===== src/rtl/inst_pkg.sv =====
// rtl/inst_pkg.sv - shared widths, fetch-state encoding and buffer entry type
package inst_pkg;

    localparam int ADDR_W     = 16;
    localparam int INSTR_W    = 32;
    localparam int OPCODE_MSB = 31;
    localparam int OPCODE_LSB = 26;

    typedef enum logic [1:0] {
        IDLE   = 2'd0,
        RUN    = 2'd1,
        STALL  = 2'd2,
        HALTED = 2'd3
    } fetch_state_e;

    typedef struct packed {
        logic [ADDR_W-1:0]  pc;
        logic [INSTR_W-1:0] instr;
    } fetch_entry_t;

endpackage


===== src/rtl/fetch_buf.sv =====
// rtl/fetch_buf.sv - small synchronous FIFO of fetched {pc, instr} entries
module fetch_buf
    import inst_pkg::*;
#(
    parameter int DEPTH = 2
) (
    input  logic                         clk,
    input  logic                         rst_n,
    input  logic                         push,
    input  fetch_entry_t                 push_data,
    input  logic                         pop,
    input  logic                         flush,
    output fetch_entry_t                 head,
    output logic [$clog2(DEPTH+1)-1:0]   count
);

    localparam int PTR_W = $clog2(DEPTH);
    localparam int CNT_W = $clog2(DEPTH + 1);

    fetch_entry_t     mem_q [DEPTH];
    logic [PTR_W-1:0] rd_ptr_q;
    logic [PTR_W-1:0] wr_ptr_q;
    logic [CNT_W-1:0] count_q;
    logic             do_pop;

    assign do_pop = pop && (count_q != '0);

    // DEPTH is a power of two, so the pointers wrap on their own.
    always_ff @(posedge clk or negedge rst_n) begin
        if (!rst_n) begin
            for (int i = 0; i < DEPTH; i++) begin
                mem_q[i] <= '0;
            end
            rd_ptr_q <= '0;
            wr_ptr_q <= '0;
            count_q  <= '0;
        end else if (flush) begin
            rd_ptr_q <= '0;
            wr_ptr_q <= '0;
            count_q  <= '0;
        end else begin
            if (push) begin
                mem_q[wr_ptr_q] <= push_data;
                wr_ptr_q        <= wr_ptr_q + 1'b1;
            end
            if (do_pop) begin
                rd_ptr_q <= rd_ptr_q + 1'b1;
            end
            count_q <= count_q + CNT_W'(push) - CNT_W'(do_pop);
        end
    end

    assign head  = mem_q[rd_ptr_q];
    assign count = count_q;

endmodule


===== src/rtl/inst_fetch_ctrl.sv =====
// rtl/inst_fetch_ctrl.sv - PC/credit/redirect control for instruction fetch; INST_FETCH_HALT_EN adds halt-opcode stop
module inst_fetch_ctrl
    import inst_pkg::*;
#(
    parameter logic [ADDR_W-1:0] RESET_PC    = 16'h0000,
    parameter int                BUF_DEPTH   = 2,
    parameter logic [5:0]        HALT_OPCODE = 6'b111111
) (
    input  logic               clk,
    input  logic               rst_n,
    input  logic               run,
    output logic               mem_req,
    output logic [ADDR_W-1:0]  mem_addr,
    input  logic [INSTR_W-1:0] mem_rdata,
    input  logic               redir_valid,
    input  logic [ADDR_W-1:0]  redir_pc,
    output logic               out_valid,
    input  logic               out_ready,
    output logic [INSTR_W-1:0] out_instr,
    output logic [ADDR_W-1:0]  out_pc,
    output logic               halted
);

    localparam int             CNT_W   = $clog2(BUF_DEPTH + 1);
    localparam logic [CNT_W:0] DEPTH_L = (CNT_W + 1)'(BUF_DEPTH);

    fetch_state_e      state_q;
    logic [ADDR_W-1:0] pc_q, pc_d;
    logic [ADDR_W-1:0] infl_pc_q, infl_pc_d;
    logic              inflight_q, inflight_d;
    logic [CNT_W-1:0]  buf_count;
    logic [CNT_W:0]    occupancy;
    fetch_entry_t      head;
    fetch_entry_t      push_entry;
    logic              pop;
    logic              capture;
    logic              credit;
    logic              halt_hit;

    assign out_valid  = (buf_count != '0);
    assign out_instr  = head.instr;
    assign out_pc     = head.pc;
    assign pop        = out_valid & out_ready;
    assign capture    = inflight_q & ~redir_valid;
    assign push_entry = '{pc: infl_pc_q, instr: mem_rdata};

    // A pop this cycle frees a slot in time for the word requested now, which keeps one fetch per cycle.
    assign occupancy = {1'b0, buf_count} + (CNT_W + 1)'(inflight_q) - (CNT_W + 1)'(pop);
    assign credit    = (occupancy < DEPTH_L);
    assign mem_req   = rst_n & run & credit & ~redir_valid & (state_q != HALTED);
    assign mem_addr  = pc_q;

`ifdef INST_FETCH_HALT_EN
    assign halt_hit = capture && (mem_rdata[OPCODE_MSB:OPCODE_LSB] == HALT_OPCODE);
    assign halted   = (state_q == HALTED);
`else
    assign halt_hit = 1'b0;
    assign halted   = 1'b0;
`endif

    always_comb begin
        pc_d       = pc_q;
        infl_pc_d  = infl_pc_q;
        inflight_d = 1'b0;
        if (redir_valid) begin
            pc_d = redir_pc;
        end else if (mem_req) begin
            pc_d       = pc_q + 1'b1;
            infl_pc_d  = pc_q;
            // A request racing the halt word's capture is dropped rather than buffered.
            inflight_d = ~halt_hit;
        end
    end

    always_ff @(posedge clk or negedge rst_n) begin
        if (!rst_n) begin
            pc_q       <= RESET_PC;
            infl_pc_q  <= '0;
            inflight_q <= 1'b0;
        end else begin
            pc_q       <= pc_d;
            infl_pc_q  <= infl_pc_d;
            inflight_q <= inflight_d;
        end
    end

    always_ff @(posedge clk or negedge rst_n) begin
        if (!rst_n) begin
            state_q <= IDLE;
        end else if (redir_valid) begin
            state_q <= run ? RUN : IDLE;
        end else if (halt_hit) begin
            state_q <= HALTED;
        end else if (state_q != HALTED) begin
            if (!run) begin
                state_q <= IDLE;
            end else if (credit) begin
                state_q <= RUN;
            end else begin
                state_q <= STALL;
            end
        end
    end

    fetch_buf #(
        .DEPTH (BUF_DEPTH)
    ) u_fetch_buf (
        .clk       (clk),
        .rst_n     (rst_n),
        .push      (capture),
        .push_data (push_entry),
        .pop       (pop),
        .flush     (redir_valid),
        .head      (head),
        .count     (buf_count)
    );

endmodule


===== config.mk =====
export PLATFORM = sky130hd
export DESIGN_NAME = inst_fetch_ctrl
export DESIGN_NICKNAME = d
export VERILOG_FILES = /design/src/rtl/inst_pkg.sv /design/src/rtl/fetch_buf.sv /design/src/rtl/inst_fetch_ctrl.sv
export SDC_FILE = /design/constraint.sdc
export NUM_CORES = 1
export LEC_CHECK = 0
export ABC_AREA = 1
export BUFFER_PORTS_ARGS = -buffer_cell sky130_fd_sc_hd__buf_2
export CORE_ASPECT_RATIO = 0.75
export CORE_MARGIN = 2
export CORE_UTILIZATION = 30
export CTS_BUF_LIST = sky130_fd_sc_hd__clkbuf_4
export DETAILED_ROUTE_END_ITERATION = 6
export GPL_TIMING_DRIVEN = 0
export SETUP_SLACK_MARGIN = 0.4
export SYNTH_ARGS = -nofsm -noshare
export SYNTH_HDL_FRONTEND = slang
export SYNTH_SLANG_ARGS = --single-unit

===== constraint.sdc =====
create_clock -name clk -period 3.4 [get_ports clk]
set_input_delay 0.85 -clock clk [delete_from_list [all_inputs] [get_ports clk]]
set_output_delay 0.85 -clock clk [all_outputs]
set_load 0.1 [all_outputs]

==> results of run 1 <==
## through the flow
stage / utilization / area (um2) / cells
finish: 0.3778 / 7657 / 1203
global route: 0.3778 / 7657 / 1203
CTS: 0.3752 / 7605 / 1202
detailed placement: 0.3548 / 7192 / 1164
global placement: 0.3531 / 7158 / 1163
floorplan: - / 6245 / 787
## cells by family (layout without fill, tap and decap cells)
| logic type | count (synthesis) | in the layout |
|---|---|---|
| buffers and inverters | 123 | 281 |
| AND/OR/NAND/NOR | 390 | 390 |
| AO/OA/AOI/OAI | 129 | 129 |
| flip-flops | 135 | 135 |
| XOR/XNOR | 4 | 4 |
| other | 1 | 1 |
| adder cells (fa/ha/maj) | 5 | 5 |
## sequential cells by signal, indices dropped and copies added, names as in the netlist
| name | cells |
|---|---|
| u_fetch_buf.rd_ptr_q | 1 |
| u_fetch_buf.count | 2 |
| infl_pc_q | 16 |
| state_q | 2 |
| u_fetch_buf.mem_q | 96 |
| mem_addr | 16 |
| inflight_q | 1 |
| u_fetch_buf.wr_ptr_q | 1 |
## area by class of cell
class	count	area (um2)
sequential	135	3378
tap	258	322.8
inverter	83	316.6
timing repair buffer	127	779.5
clock inverter	14	136.4
fill	2195	12610
multi-input combinational	529	2357
clock buffer	17	127.6
buffer	40	239.0
## per-layer routing
layer	global-route usage	wire length (um)	vias up
met5	0	0	-
met4	0.03620	138	0
met3	0.04091	850	9
met2	0.2449	7482	145
met1	0.2632	9322	2638
li1	-	-	2740
## final timing paths
kind,slack [ns],to,cells past startpoint,startpoint
setup / recovery,-0.09,mem_req,12,u_fetch_buf.count[1]$_DFF_PN0_
min in group clk,0.50,u_fetch_buf.mem_q[34]$_DFFE_PN0P_,2,u_fetch_buf.mem_q[34]$_DFFE_PN0P_
hold / removal,0.26,u_fetch_buf.mem_q[50]$_DFFE_PN0P_,1,rst_n
hold reg to reg,0.50,u_fetch_buf.mem_q[34]$_DFFE_PN0P_,2,u_fetch_buf.mem_q[34]$_DFFE_PN0P_
max in group asynchronous,2.33,u_fetch_buf.mem_q[35]$_DFFE_PN0P_,2,rst_n
setup reg to reg,1.05,mem_addr[11]$_DFFE_PN0P_,14,u_fetch_buf.count[1]$_DFF_PN0_
## Yosys cell counts, drive strengths merged
cell      n
ha        4
fa        1
nand2   322
o21ai   123
a21boi    2
dfrtp   135
clkbuf   20
a21oi     2
nand4     4
nor2     22
xor2      3
o31ai     1
xnor2     1
o211ai    1
conb      1
inv      83
nand3b    1
buf      20
nand3    41
## what timing repair did
item / CTS / global route
buffers inserted: 7 / 1
endpoints found under the setup margin: 49 / 44
hold buffers: 0 / 0
pin swaps: 6 / 6
gates resized for setup: 38 / 20
==> flow_summary.toml, run 1 <==
[global_route]
grt_max_degree = 83
grt_pass1_vias = 5350
grt_usage = 0.1718
grt_pass1_wl_um = 28980
grt_overflow = 0
antenna_found_initial = 0

[synth]
ys_seq_area_frac = 0.5429
ys_ff_latch = 135
syn_area_per_cell_um2 = 7.906
synthMuxAreaShare = 0
synth.area.top_cells = "dfrtp_1, nand2_1, o21ai_0"
yosysTopAreaCell = "dfrtp_1"
synth_fa_ha_area_frac = 0.01126
synth.top_cell.area_share = 0.5429
synth_top_family_by_area = "simple AND/OR/NAND/NOR gates"
synth-simple-area-share = 0.2489
synthesis.nets = 845
synth_area_um2 = 6222
synth_cells = 787
synth_warnings = 0
synth_xor_area_frac = 0.005630
synth_compound_area_frac = 0.1072
ys_types = 28

[place]
dp_hpwl_um = 12370
io_buffers = 118
gp_congestion = 0.8877
place_ws_ns = -0.4399

[cells_and_area]
final_cell_mix = "nand2_1, dfrtp_1, o21ai_0"
diodes = 0
fin_nets = 991
final_common_cell = "nand2_1"
synthToLayoutAreaGrowth_pct = 23.06
drive_gt1_frac = 0.2127

[timing]
slew_violations = 0
grt_setup_unrepaired = "yes"
setup_violations = 1
period_needed_ns = 3.487
finalSetupTns_ns = -0.08683
period_share = 1.026
max_slew.worst_pin.slew_ns = 0.5460
fmax_ghz = 0.2868
timing.hold.ws_ns = 0.2578
slew_headroom = 0.6360
final_hold_viol_count = 0
finalClockSkew_ns = 0.01376
postLayoutSetupSlackWorst_ns = -0.08683

[route]
dr.pass1.iters = 5
avgViaCountPerCell = 4.599
drt_iter0_drc = 456
via_count = 5532
drt-total-wl_um = 17790
drc_errors = 0
antenna_left = 0
detail_route.wl_per_cell_um = 14.79

[critical_path]
max_stage_delay_ns = 0.50
crit_family = "adder cells"
start_kind = "flop"
cp_slowest_cell = "fa_1"
worst-path-buf-inv = 5
path_class = "flop to primary output"
path_cells = "inv_2 -> nand2_4 -> nand2_4 -> inv_4 -> ha_4 -> inv_4 -> nand2_2 -> fa_1 -> nand4_1 -> nor2_2 -> buf_12 -> buf_12"
required_ns = 2.55
crit_fanout = 2
crit_arrival_ns = 2.64
setup.worst_path.end_class = "primary output"

[clock_tree]
clkLatencyLatePin_ns = 0.54
cts_buffer_depth = 2
cts_made_buffers = 17
cts.sinks = 135
htree_levels = 4
cts_tree = "done"
clkSlewWorstSetupHoldPaths_ns = 0.13
cts-root-buf = "clkbuf_4"

[die]
rows = 45
start_util = 0.3070
die_w_um = 170.3
die_area_um2 = 21920
core-area_um2 = 20270
ios = 120
die_y_um = 128.7

[hold_path]
hp-class = "input pin to asynchronous set/reset pin"

[outcome]
status = "finished with violations"
failed_checks = "negative setup slack"

[job]
maxCapViolations = 0
Power of run 1 is not shown: default switching activity piles up to over one toggle a cycle in this logic, so the estimate is an artifact.
==> run 2, diff against run 1 <==
--- a/config.mk
+++ b/config.mk
@@ -13,6 +13,7 @@
 export CTS_BUF_LIST = sky130_fd_sc_hd__clkbuf_4
 export DETAILED_ROUTE_END_ITERATION = 6
 export GPL_TIMING_DRIVEN = 0
+export REMOVE_ABC_BUFFERS = 1
 export SETUP_SLACK_MARGIN = 0.4
 export SYNTH_ARGS = -nofsm -noshare
 export SYNTH_HDL_FRONTEND = slang
==> run 2 against run 1 <==
Compared with the run above:
- the run still ends with negative setup slack left
- die area stayed put
- sequential share of layout area is 0.58 points higher
- routed wire length is 15% lower
- global-route usage is 2.5 points lower
- final area is 1.3% lower
- flip-flop and latch count stayed put
- worst setup slack better by 0.070 ns
- clock-buffer cell count is 5 higher
- register-to-register slack worse by 0.29 ns
- final cell count is 2.2% lower
- critical path type unchanged
- critical endpoint unchanged
- largest cell class unchanged
==> flow_summary.toml, run 2 (synthesized netlist as in run 1, its figures left out) <==
[outcome]
status = "finished with violations"
failed_checks = "negative setup slack"

[die]
ios = 120
start_util = 0.3070
die_w_um = 170.3
die_area_um2 = 21920
die_y_um = 128.7
core-area_um2 = 20270
rows = 45

[global_route]
grt_max_degree = 98
antenna_found_initial = 0
grt_pass1_vias = 4939
grt_overflow = 0
grt_usage = 0.1470
grt_pass1_wl_um = 25200

[place]
dp_hpwl_um = 9739
io_buffers = 118
gp_congestion = 0.8087

[route]
drc_errors = 0
avgViaCountPerCell = 4.401
drt-total-wl_um = 15170
via_count = 5180
dr.pass1.iters = 5
detail_route.wl_per_cell_um = 12.89
drt_iter0_drc = 344
antenna_left = 0

[hold_path]
hp-class = "input pin to asynchronous set/reset pin"

[critical_path]
start_kind = "flop"
crit_arrival_ns = 2.57
setup.worst_path.end_class = "primary output"
crit_fanout = 2
path_class = "flop to primary output"
required_ns = 2.55

[timing]
timing.hold.ws_ns = 0.2615
slew_headroom = 0.3760
period_share = 1.005
final_hold_viol_count = 0
finalSetupTns_ns = -0.01686
grt_setup_unrepaired = "yes"
setup_violations = 1
period_needed_ns = 3.417
max_slew.worst_pin.slew_ns = 0.9361
slew_violations = 0
fmax_ghz = 0.2927
finalClockSkew_ns = 0.02544
postLayoutSetupSlackWorst_ns = -0.01686

[cells_and_area]
regMostFlops = "u_fetch_buf.mem_q"
final_cell_mix = "nand2_1, dfrtp_1, o21ai_0"
final_common_cell = "nand2_1"
utilization = 0.3730
drive_gt1_frac = 0.2067
seq_area_um2 = 3379
largest_reg_flops = 96
multiInputGateArea_um2 = 2369
fin_nets = 964
diodes = 0
synthToLayoutAreaGrowth_pct = 21.52
fill_cells = 2169

[job]
maxCapViolations = 0

[clock_tree]
clkSlewWorstSetupHoldPaths_ns = 0.13
clkLatencyLatePin_ns = 0.54
cts_made_buffers = 17
cts_buffer_depth = 2
cts.sinks = 135
cts_tree = "done"
cts-root-buf = "clkbuf_4"
htree_levels = 4
run 2: changes by cell type in the layout (fill, tap and decap cells not counted), sizes merged:
cell / change
clkinv: -1
clkinvlp: -4
bufinv: +1
nor2: +1
clkbuf: -13
buf: -10
run 2: final timing paths:
check	cells after the start	slack, ns	to	from
worst min register to register	2	0.49	infl_pc_q[0]$_DFFE_PN0P_	infl_pc_q[0]$_DFFE_PN0P_
max in group asynchronous	2	2.33	u_fetch_buf.mem_q[23]$_DFFE_PN0P_	rst_n
min in group clk	2	0.49	infl_pc_q[0]$_DFFE_PN0P_	infl_pc_q[0]$_DFFE_PN0P_
worst max register to register	18	0.76	mem_addr[1]$_DFFE_PN0P_	u_fetch_buf.count[1]$_DFF_PN0_
worst max-delay path	11	-0.02	mem_req	u_fetch_buf.count[1]$_DFF_PN0_
worst min-delay path	1	0.26	mem_addr[6]$_DFFE_PN0P_	rst_n
run 2: final cells by class:
type,count,area share
flip-flops and latches,135,0.4470
repair buffers,139,0.1160
inverters,83,0.04220
well taps,258,0.04269
multi-input cells,530,0.3133
clock inverters,10,0.01704
clock buffers,22,0.02184
run 2: critical path: stages (launching register included):
cell	delay (ns)
dfrtp_1	0.41
inv_2	0.07
nand2_2	0.06
nand2_2	0.07
inv_2	0.05
ha_4	0.20
inv_2	0.06
nand2_2	0.04
fa_1	0.51
nand4_1	0.19
nor2_4	0.18
buf_12	0.19
run 2: layer usage:
metal	up-vias	GRT usage	wire length (um)
met3	12	0.04737	931
met2	141	0.2229	6431
li1	2690	-	-
met1	2337	0.2051	7649
met5	-	0	0
met4	0	0.03419	161
run 2: stage by stage:
stage          instance area (um2)  setup slack (ns)  cells
2_1_floorplan                 6015            -1.614    747
3_3_place_gp                  6928            -2.868   1123
3_5_place_dp                  7048            -1.309   1127
4_1_cts                       7473           -0.1485   1170
5_1_grt                       7561           -0.2108   1177
6_report                      7561          -0.01686   1177
run 2: repair_timing:
| item | CTS | global route |
|---|---|---|
| gates resized for setup | 16 | 14 |
| gates cloned | 1 | 0 |
| hold buffers | 0 | 0 |
| endpoints found under the setup margin | 75 | 15 |
| buffers inserted | 10 | 7 |
| pin swaps | 5 | 6 |
Power of run 2 is left out for the same reason.
